### src/rtl/hazard_pkg.sv
// Shared types and constants for the pipeline hazard/stall controller.
package hazard_pkg;

    typedef enum logic [1:0] {
        ST_RUN      = 2'd0,
        ST_MUL_WAIT = 2'd1,
        ST_FLUSH    = 2'd2
    } state_t;

    // pc_write_en, if_id_enable, id_ex_enable, if_id_flush, id_ex_bubble, stall_active
    localparam int unsigned CTRL_W = 6;

    function automatic int unsigned max2(input int unsigned a, input int unsigned b);
        return (a > b) ? a : b;
    endfunction

endpackage

### src/rtl/stall_counter.sv
// Loadable down-counter with zero flag; sequences both MUL_WAIT and FLUSH.
module stall_counter
    import hazard_pkg::*;
#(
    parameter int unsigned W = 3
) (
    input  logic         clk,
    input  logic         rst,
    input  logic         load,
    input  logic [W-1:0] load_val,
    input  logic         dec,
    output logic [W-1:0] cnt,
    output logic         zero
);

    logic [W-1:0] r_cnt;

    always_ff @(posedge clk or posedge rst) begin
        if (rst) begin
            r_cnt <= '0;
        end else if (load) begin
            r_cnt <= load_val;
        end else if (dec && (r_cnt != '0)) begin
            r_cnt <= r_cnt - 1'b1;
        end
    end

    assign cnt  = r_cnt;
    assign zero = (r_cnt == '0);

endmodule

### src/rtl/hazard_stall_ctrl.sv
// Load-use / MUL-stall / branch-flush controller driving pipeline register enables.
// Optional stall statistics counters are built when STALL_STATS_EN is defined.
module hazard_stall_ctrl
    import hazard_pkg::*;
#(
    parameter int unsigned REG_ADDR_W   = 5,
    parameter int unsigned MUL_LAT      = 4,
    parameter int unsigned FLUSH_CYCLES = 1
) (
    input  logic                  clk,
    input  logic                  reset,
    input  logic [REG_ADDR_W-1:0] id_rs,
    input  logic [REG_ADDR_W-1:0] id_rt,
    input  logic                  ex_mem_read,
    input  logic [REG_ADDR_W-1:0] ex_rt,
    input  logic                  mul_start,
    input  logic                  branch_taken,
    output logic                  pc_write_en,
    output logic                  if_id_enable,
    output logic                  id_ex_enable,
    output logic                  if_id_flush,
    output logic                  id_ex_bubble,
    output logic                  stall_active,
    output logic [1:0]            state_o,
    output logic [31:0]           stall_cycles,
    output logic [31:0]           flush_count
);

    localparam int unsigned CNT_W = $clog2(max2(MUL_LAT, FLUSH_CYCLES) + 1);
    localparam logic [CNT_W-1:0] MUL_LOAD   = CNT_W'((MUL_LAT > 1) ? MUL_LAT - 2 : 0);
    localparam logic [CNT_W-1:0] FLUSH_LOAD = CNT_W'((FLUSH_CYCLES > 1) ? FLUSH_CYCLES - 2 : 0);

    state_t             r_state;
    state_t             w_state_nxt;
    logic               w_load_use;
    logic               w_cnt_load;
    logic [CNT_W-1:0]   w_cnt_load_val;
    logic               w_cnt_dec;
    logic               w_cnt_zero;
    logic [CNT_W-1:0]   w_cnt;
    logic               w_branch_acc;

    assign w_load_use = ex_mem_read && (ex_rt != '0) && ((ex_rt == id_rs) || (ex_rt == id_rt));

    stall_counter #(.W(CNT_W)) u_cnt (
        .clk      (clk),
        .rst      (reset),
        .load     (w_cnt_load),
        .load_val (w_cnt_load_val),
        .dec      (w_cnt_dec),
        .cnt      (w_cnt),
        .zero     (w_cnt_zero)
    );

    always_ff @(posedge clk or posedge reset) begin
        if (reset) r_state <= ST_RUN;
        else       r_state <= w_state_nxt;
    end

    always_comb begin
        w_state_nxt    = r_state;
        w_cnt_load     = 1'b0;
        w_cnt_load_val = '0;
        w_cnt_dec      = 1'b0;
        w_branch_acc   = 1'b0;
        pc_write_en    = 1'b1;
        if_id_enable   = 1'b1;
        id_ex_enable   = 1'b1;
        if_id_flush    = 1'b0;
        id_ex_bubble   = 1'b0;
        stall_active   = 1'b0;
        case (r_state)
            ST_RUN: begin
                if (branch_taken) begin
                    if_id_flush  = 1'b1;
                    id_ex_bubble = 1'b1;
                    w_branch_acc = 1'b1;
                    if (FLUSH_CYCLES > 1) begin
                        w_state_nxt    = ST_FLUSH;
                        w_cnt_load     = 1'b1;
                        w_cnt_load_val = FLUSH_LOAD;
                    end
                end else if (w_load_use) begin
                    pc_write_en  = 1'b0;
                    if_id_enable = 1'b0;
                    id_ex_bubble = 1'b1;
                    stall_active = 1'b1;
                end else if (mul_start && (MUL_LAT > 1)) begin
                    // The op enters EX this cycle; MUL_WAIT covers the remaining MUL_LAT-1.
                    w_state_nxt    = ST_MUL_WAIT;
                    w_cnt_load     = 1'b1;
                    w_cnt_load_val = MUL_LOAD;
                end
            end
            ST_MUL_WAIT: begin
                pc_write_en  = 1'b0;
                if_id_enable = 1'b0;
                id_ex_enable = 1'b0;
                stall_active = 1'b1;
                w_cnt_dec    = 1'b1;
                if (w_cnt_zero) w_state_nxt = ST_RUN;
            end
            ST_FLUSH: begin
                if_id_flush  = 1'b1;
                stall_active = 1'b1;
                w_cnt_dec    = 1'b1;
                if (w_cnt_zero) w_state_nxt = ST_RUN;
            end
            default: w_state_nxt = ST_RUN;
        endcase
        if (reset) begin
            pc_write_en  = 1'b0;
            if_id_enable = 1'b0;
            id_ex_enable = 1'b0;
            if_id_flush  = 1'b1;
            id_ex_bubble = 1'b1;
            stall_active = 1'b0;
            w_branch_acc = 1'b0;
        end
    end

    assign state_o = r_state;

`ifdef STALL_STATS_EN
    logic [31:0] r_stall_cycles;
    logic [31:0] r_flush_count;

    always_ff @(posedge clk or posedge reset) begin
        if (reset) begin
            r_stall_cycles <= '0;
            r_flush_count  <= '0;
        end else begin
            if (stall_active && (r_stall_cycles != '1)) r_stall_cycles <= r_stall_cycles + 32'd1;
            if (w_branch_acc && (r_flush_count  != '1)) r_flush_count  <= r_flush_count  + 32'd1;
        end
    end

    assign stall_cycles = r_stall_cycles;
    assign flush_count  = r_flush_count;
`else
    assign stall_cycles = '0;
    assign flush_count  = '0;
`endif

endmodule
### config.mk
export PLATFORM = sky130hd
export DESIGN_NAME = hazard_stall_ctrl
export DESIGN_NICKNAME = d
export VERILOG_FILES = /design/src/rtl/hazard_pkg.sv /design/src/rtl/stall_counter.sv /design/src/rtl/hazard_stall_ctrl.sv
export SDC_FILE = /design/constraint.sdc
export NUM_CORES = 1
export LEC_CHECK = 0
export CAP_MARGIN = 20
export CORE_MARGIN = 2
export CORE_UTILIZATION = 33
export DETAILED_ROUTE_END_ITERATION = 8
export PLACE_DENSITY = 0.91
export SLEW_MARGIN = 10
export SYNTH_ARGS = -nofsm -noshare
export SYNTH_HDL_FRONTEND = slang
export SYNTH_SLANG_ARGS = --single-unit
### constraint.sdc
create_clock -name clk -period 2.05 [get_ports clk]
set_clock_uncertainty 0.05 [all_clocks]
set_input_delay 0.205 -clock clk [delete_from_list [all_inputs] [get_ports clk]]
set_output_delay 0.205 -clock clk [all_outputs]
set_load 0.01 [all_outputs]
## Yosys cells after proc, flatten, opt, wreduce, memory -nomap -nowiden

Cells that the tools add are included.

| storage, ports and cells | value |
|---|---|
| bits in registers | 5 |
| input port bits | 20 |

| operators by class | value |
|---|---|
| add/sub/neg operators | 1 |
| muxes and demuxes | 32 |
| reductions and logical operators | 11 |
| eq/ne operators | 8 |

Operators by type and width:

| operator | number |
|---|---|
| $mux W1 | 18 |
| $mux W2 | 8 |
| $eq A5 B5 Y1 | 2 |
| $mux W3 | 2 |
| $ne A2 B2 Y1 const B | 3 |
| $pmux W1 S2 | 3 |
| $reduce_bool A5 Y1 | 1 |
| $pmux W2 S2 | 1 |
| $reduce_and A4 Y1 | 1 |
| $logic_and A1 B1 Y1 | 3 |
| $logic_not A3 Y1 | 1 |
| $reduce_bool A3 Y1 | 1 |
| $sub A3 B1 Y3 const B | 1 |
| $eq A2 B1 Y1 const B | 1 |
| $eq A2 B2 Y1 const B | 1 |
| $logic_not A2 Y1 | 1 |
| $ne A2 B1 Y1 const B | 1 |
| $reduce_bool A2 Y1 | 1 |
| $reduce_or A2 Y1 | 1 |
| $logic_or A1 B1 Y1 | 1 |

## Logic depth before layout (Yosys ltp)

| depth | value |
|---|---|
| depth in word-level cells | 7 |
| gate-level depth with buffers | 7 |

## By module

Synthesis repeated with hierarchy kept, for this count alone.

| unflattened totals | value |
|---|---|
| cells, all modules | 119 |
| area, all modules | 954.7 sq um |

Modules (own cells, without submodules):

| module | area an instance (sq um) | sequential area each (sq um) | cells an instance | instances |
|---|---|---|---|---|
| hazard_stall_ctrl | 743.2 | 25.0 | 99 | 1 |
| stall_counter | 211.5 | 75.1 | 20 | 1 |

## Worst setup path before layout

No wires, ideal clock.

| timing | value |
|---|---|
| path type | input port to output port |
| start | input ex_rt[1] |
| end | output pc_write_en |
| arrival time | 1.215 ns |
| stages on the path | 4 |
| path slack | 0.580 ns |
| required time | 1.795 ns |
| path through | or4_4 -> o21ai_2 -> o31a_2 -> buf_4 |

| on the way | value |
|---|---|
| longest elaborated chain between the ends | 7 |

Ends and longest elaborated chain:

| element | line | text |
|---|---|---|
| start: declaration | hazard_stall_ctrl.sv:15 | `input logic [REG_ADDR_W-1:0] ex_rt,` |
| $eq A5 B5 Y1 / $reduce_bool A5 Y1 (equally long branches) | hazard_stall_ctrl.sv:43 | `assign w_load_use = ex_mem_read && (ex_rt != '0) && ((ex_rt == id_rs) \|\| (ex_rt == id_rt));` |
| $logic_or A1 B1 Y1 / $logic_and A1 B1 Y1 (equally long branches) | hazard_stall_ctrl.sv:43 |  |
| $logic_and A1 B1 Y1 * | hazard_stall_ctrl.sv:43 |  |
| $mux W1 * (2 in series) | n/a |  |
| $pmux W1 S2 * | n/a |  |
| $mux W1 * | n/a |  |
| end: declaration | hazard_stall_ctrl.sv:18 | `output logic pc_write_en,` |

Every way passes the cells marked *; elsewhere a longest branch is shown, timed or not.

## Final worst setup path

| timing | value |
|---|---|
| start | input id_rs[2] |
| end | output if_id_enable |

| on the way | value |
|---|---|
| longest elaborated chain between the ends | 7 |

Ends and longest elaborated chain:

| element | line | text |
|---|---|---|
| start: declaration | hazard_stall_ctrl.sv:12 | `input logic [REG_ADDR_W-1:0] id_rs,` |
| $eq A5 B5 Y1 | hazard_stall_ctrl.sv:43 |  |
| $logic_or A1 B1 Y1 | hazard_stall_ctrl.sv:43 |  |
| $logic_and A1 B1 Y1 | hazard_stall_ctrl.sv:43 |  |
| $mux W1 | hazard_stall_ctrl.sv:83 | `end else if (w_load_use) begin` |
| $mux W1 | hazard_stall_ctrl.sv:74 | `if (branch_taken) begin` |
| $pmux W1 S2 | hazard_stall_ctrl.sv:72 | `case (r_state)` |
| $mux W1 | hazard_stall_ctrl.sv:111 | `if (reset) begin` |
| end: declaration | hazard_stall_ctrl.sv:19 | `output logic if_id_enable,` |

Every way passes these cells.

==> flow_metrics.tcl <==
set metrics [dict create \
    power_frac_seq 0.187 \
    yosys_warnings 0 \
    synth-seq-area-share 0.104 \
    hpwl_mm 1.43 \
    rows 19 \
    power.density_nw_per_um2 709 \
    cp-end-kind "output port" \
    fmaxAchievable_ghz 0.504 \
    grt_pass1_wl_mm 2.39 \
    gr-total-overflow 0 \
    synth_top_cell_area_share 0.524 \
    hold_buffers 0 \
    h-tree-depth 1 \
    drt-pass1-iter-count 4 \
    routed.top_layer "met3" \
    finalWeightedCongestion 0.806 \
    die_w_um 57.9 \
    ys_top_cells_by_area "buf_4, dfrtp_1, xor2_1" \
    vias_per_cell 3.68 \
    status "finished, final reports clean" \
    synth_edf_count 0 \
    synth-async-reset-ratio 1.00 \
    start_kind "input port" \
    wire_per_inst_um 8.10 \
    drt_wl_total_mm 1.55 \
    rsz0062_at_grt "no" \
    crit_required_ps 1790 \
    syn_avg_cell_area_um2 7.62 \
    final_cells 191 \
    cp.arrival_ps 1730 \
    swShare 0.429 \
    place_inst 188 \
    start_util 0.348 \
    ys.flop_type "dfrtp_1" \
    tritoncts "yes" \
    portBuffers 26 \
    track_usage 0.0953 \
    grt_pass1_vias 572 \
    power_frac_clock 0.127 \
    nFillCells 285 \
    whs_ps 190 \
    fin_crit_sh 0.968 \
    synth_cells 126 \
    power.leakage_nw 0.595 \
    n_antenna_cell 0 \
    clk_path_buf_depth 2 \
    drtIter0Drc 8 \
    io_pins 92 \
    grt_max_degree 11 \
    path_class "input port to output port" \
    dieArea_um2 3360 \
    cts-root-buf "clkbuf_4" \
    reg2reg_slack_ps 570 \
    period_minus_slack_ps 1980 \
    post-route-util 0.392 \
    finalHoldViolCount 0 \
    wl_met2_um 846 \
    die_h_um 57.9 \
    core_um2 2760 \
    p_comb_frac 0.686 \
    power.switching_w 0.000329 \
    cap_violations 0 \
    antenna_found_initial 0 \
    worstPathMaxFanout 4 \
    ant_nets 0 \
    nets 184 \
    slew_violations 0 \
    hp-class "input port to asynchronous set/reset pin" \
    worstReg2RegEnd "u_cnt.cnt[2]" \
    rr_startpoint "u_cnt.cnt[0]" \
    post-cts-setup-buffer-count 0 \
    drc_errors 0 \
    wl_met1_um 458 \
    clk_pin_slew_worst_paths_ps 40 \
    clkSinkCount 4 \
    p_total_w 0.000767 \
    synth_cell_types 24 \
    reg2reg_depth 7 \
    area_delta_synth_final_pct 12.8 \
    drive_gt1_frac 0.131 \
    synthesis.area_um2 960 \
    vias 702 \
    finalSetupViolCount 0 \
    insertion_delay_ps 240 \
    vdd_drop_max_mv 0.527 \
    synth_seq_cells 4 \
    fin_setup_tns_ps 0 \
    intPower_w 0.000438 \
    dr_wl_met3_um 243 \
    yosys.area.top_type "buf_4" \
    numCtsBuffers 3 \
]
power groups by stage:
stage                     logic, W  clock network [W]  registers [W]
after global routing      0.000599           0.000110       0.000150
after CTS                 0.000530           0.000103       0.000144
after floorplan           0.000462                  0       0.000139
after detailed placement  0.000543                  0       0.000145
after global placement    0.000533                  0       0.000144
final                     0.000526          0.0000974       0.000144
Yosys cell counts, types with 2 or more instances:
master   count
xor2_1      10
nor3_1       2
buf_4       67
o31a_2       3
nand2_1      5
ha_1         2
nor2_1       7
inv_1        6
a21oi_1      3
a22oi_1      2
o21ai_0      3
dfrtp_1      4
cell families after synthesis:
group | share of synthesized area
other | 0.00391
AO/OA/AOI/OAI | 0.132
AND/OR/NAND/NOR | 0.0822
XOR/XNOR | 0.100
flip-flops | 0.104
adder cells (fa/ha/maj) | 0.0261
buffers and inverters | 0.551
worst max-delay path: stages:
cell and delay (ps):
clkdlybuf4s50_1 430, xor2_1 150, nor3_1 230, a22oi_2 120, o31a_2 310, dlygate4sd2_1 290
cell type report:
cell class	instances	area, um2	share of cell area
clock buffers	3	22.5	0.0208
inverters	6	22.5	0.0208
multi-input cells	112	576	0.532
flip-flops and latches	4	100	0.0925
well taps	31	38.8	0.0358
repair buffers	35	323	0.298
metal layers:
layer,track usage,up-vias
met2,0.169,54
met3,0.0558,0
met1,0.0926,308
li1,-,340
met5,0,-
met4,0.0299,0
sequential cells by signal, summed over array words and instances (netlist names):
register   flops
u_cnt.cnt      3
state_o        1
through the flow:
| step | instance area, um2 | setup slack [ps] |
|---|---|---|
| after floorplan | 1200 | 580 |
| after global placement | 1060 | -286 |
| after detailed placement | 1060 | -268 |
| after CTS | 1080 | 4.23 |
| after global routing | 1080 | 3.17 |
| final | 1080 | 66.0 |
worst max path at each step:
stage	end	cells after the start	slack (ps)	from
after global placement	if_id_enable	5	-290	ex_rt[2]
after CTS	if_id_enable	6	4	ex_rt[0]
after detailed placement	if_id_enable	5	-270	ex_rt[2]
after global routing	if_id_enable	6	3	id_rs[2]
after floorplan	pc_write_en	4	580	ex_rt[1]
final	if_id_enable	6	70	id_rs[2]
cells in the final DEF (no fill, tap or decap), types with 2 or more instances in the layout:
cell / netlist / layout
clkbuf_4: 0 / 3
ha_1: 2 / 2
a21oi_1: 3 / 3
o21ai_0: 3 / 3
dlygate4sd2_1: 0 / 5
dlymetal6s2s_1: 0 / 2
conb_1: 1 / 65
nor2_1: 7 / 7
clkdlybuf4s50_1: 0 / 17
xor2_1: 10 / 10
inv_1: 6 / 6
nand2_1: 5 / 5
buf_4: 67 / 9
a22oi_1: 2 / 2
dfrtp_1: 4 / 4
o31a_2: 3 / 3
what timing repair did:
| action | in CTS | in global routing |
|---|---|---|
| endpoints found under the setup margin | 4 | 3 |
| pin swaps | 3 | 1 |
| gates resized for setup | 14 | 2 |
(Power assumes the default switching activity.)
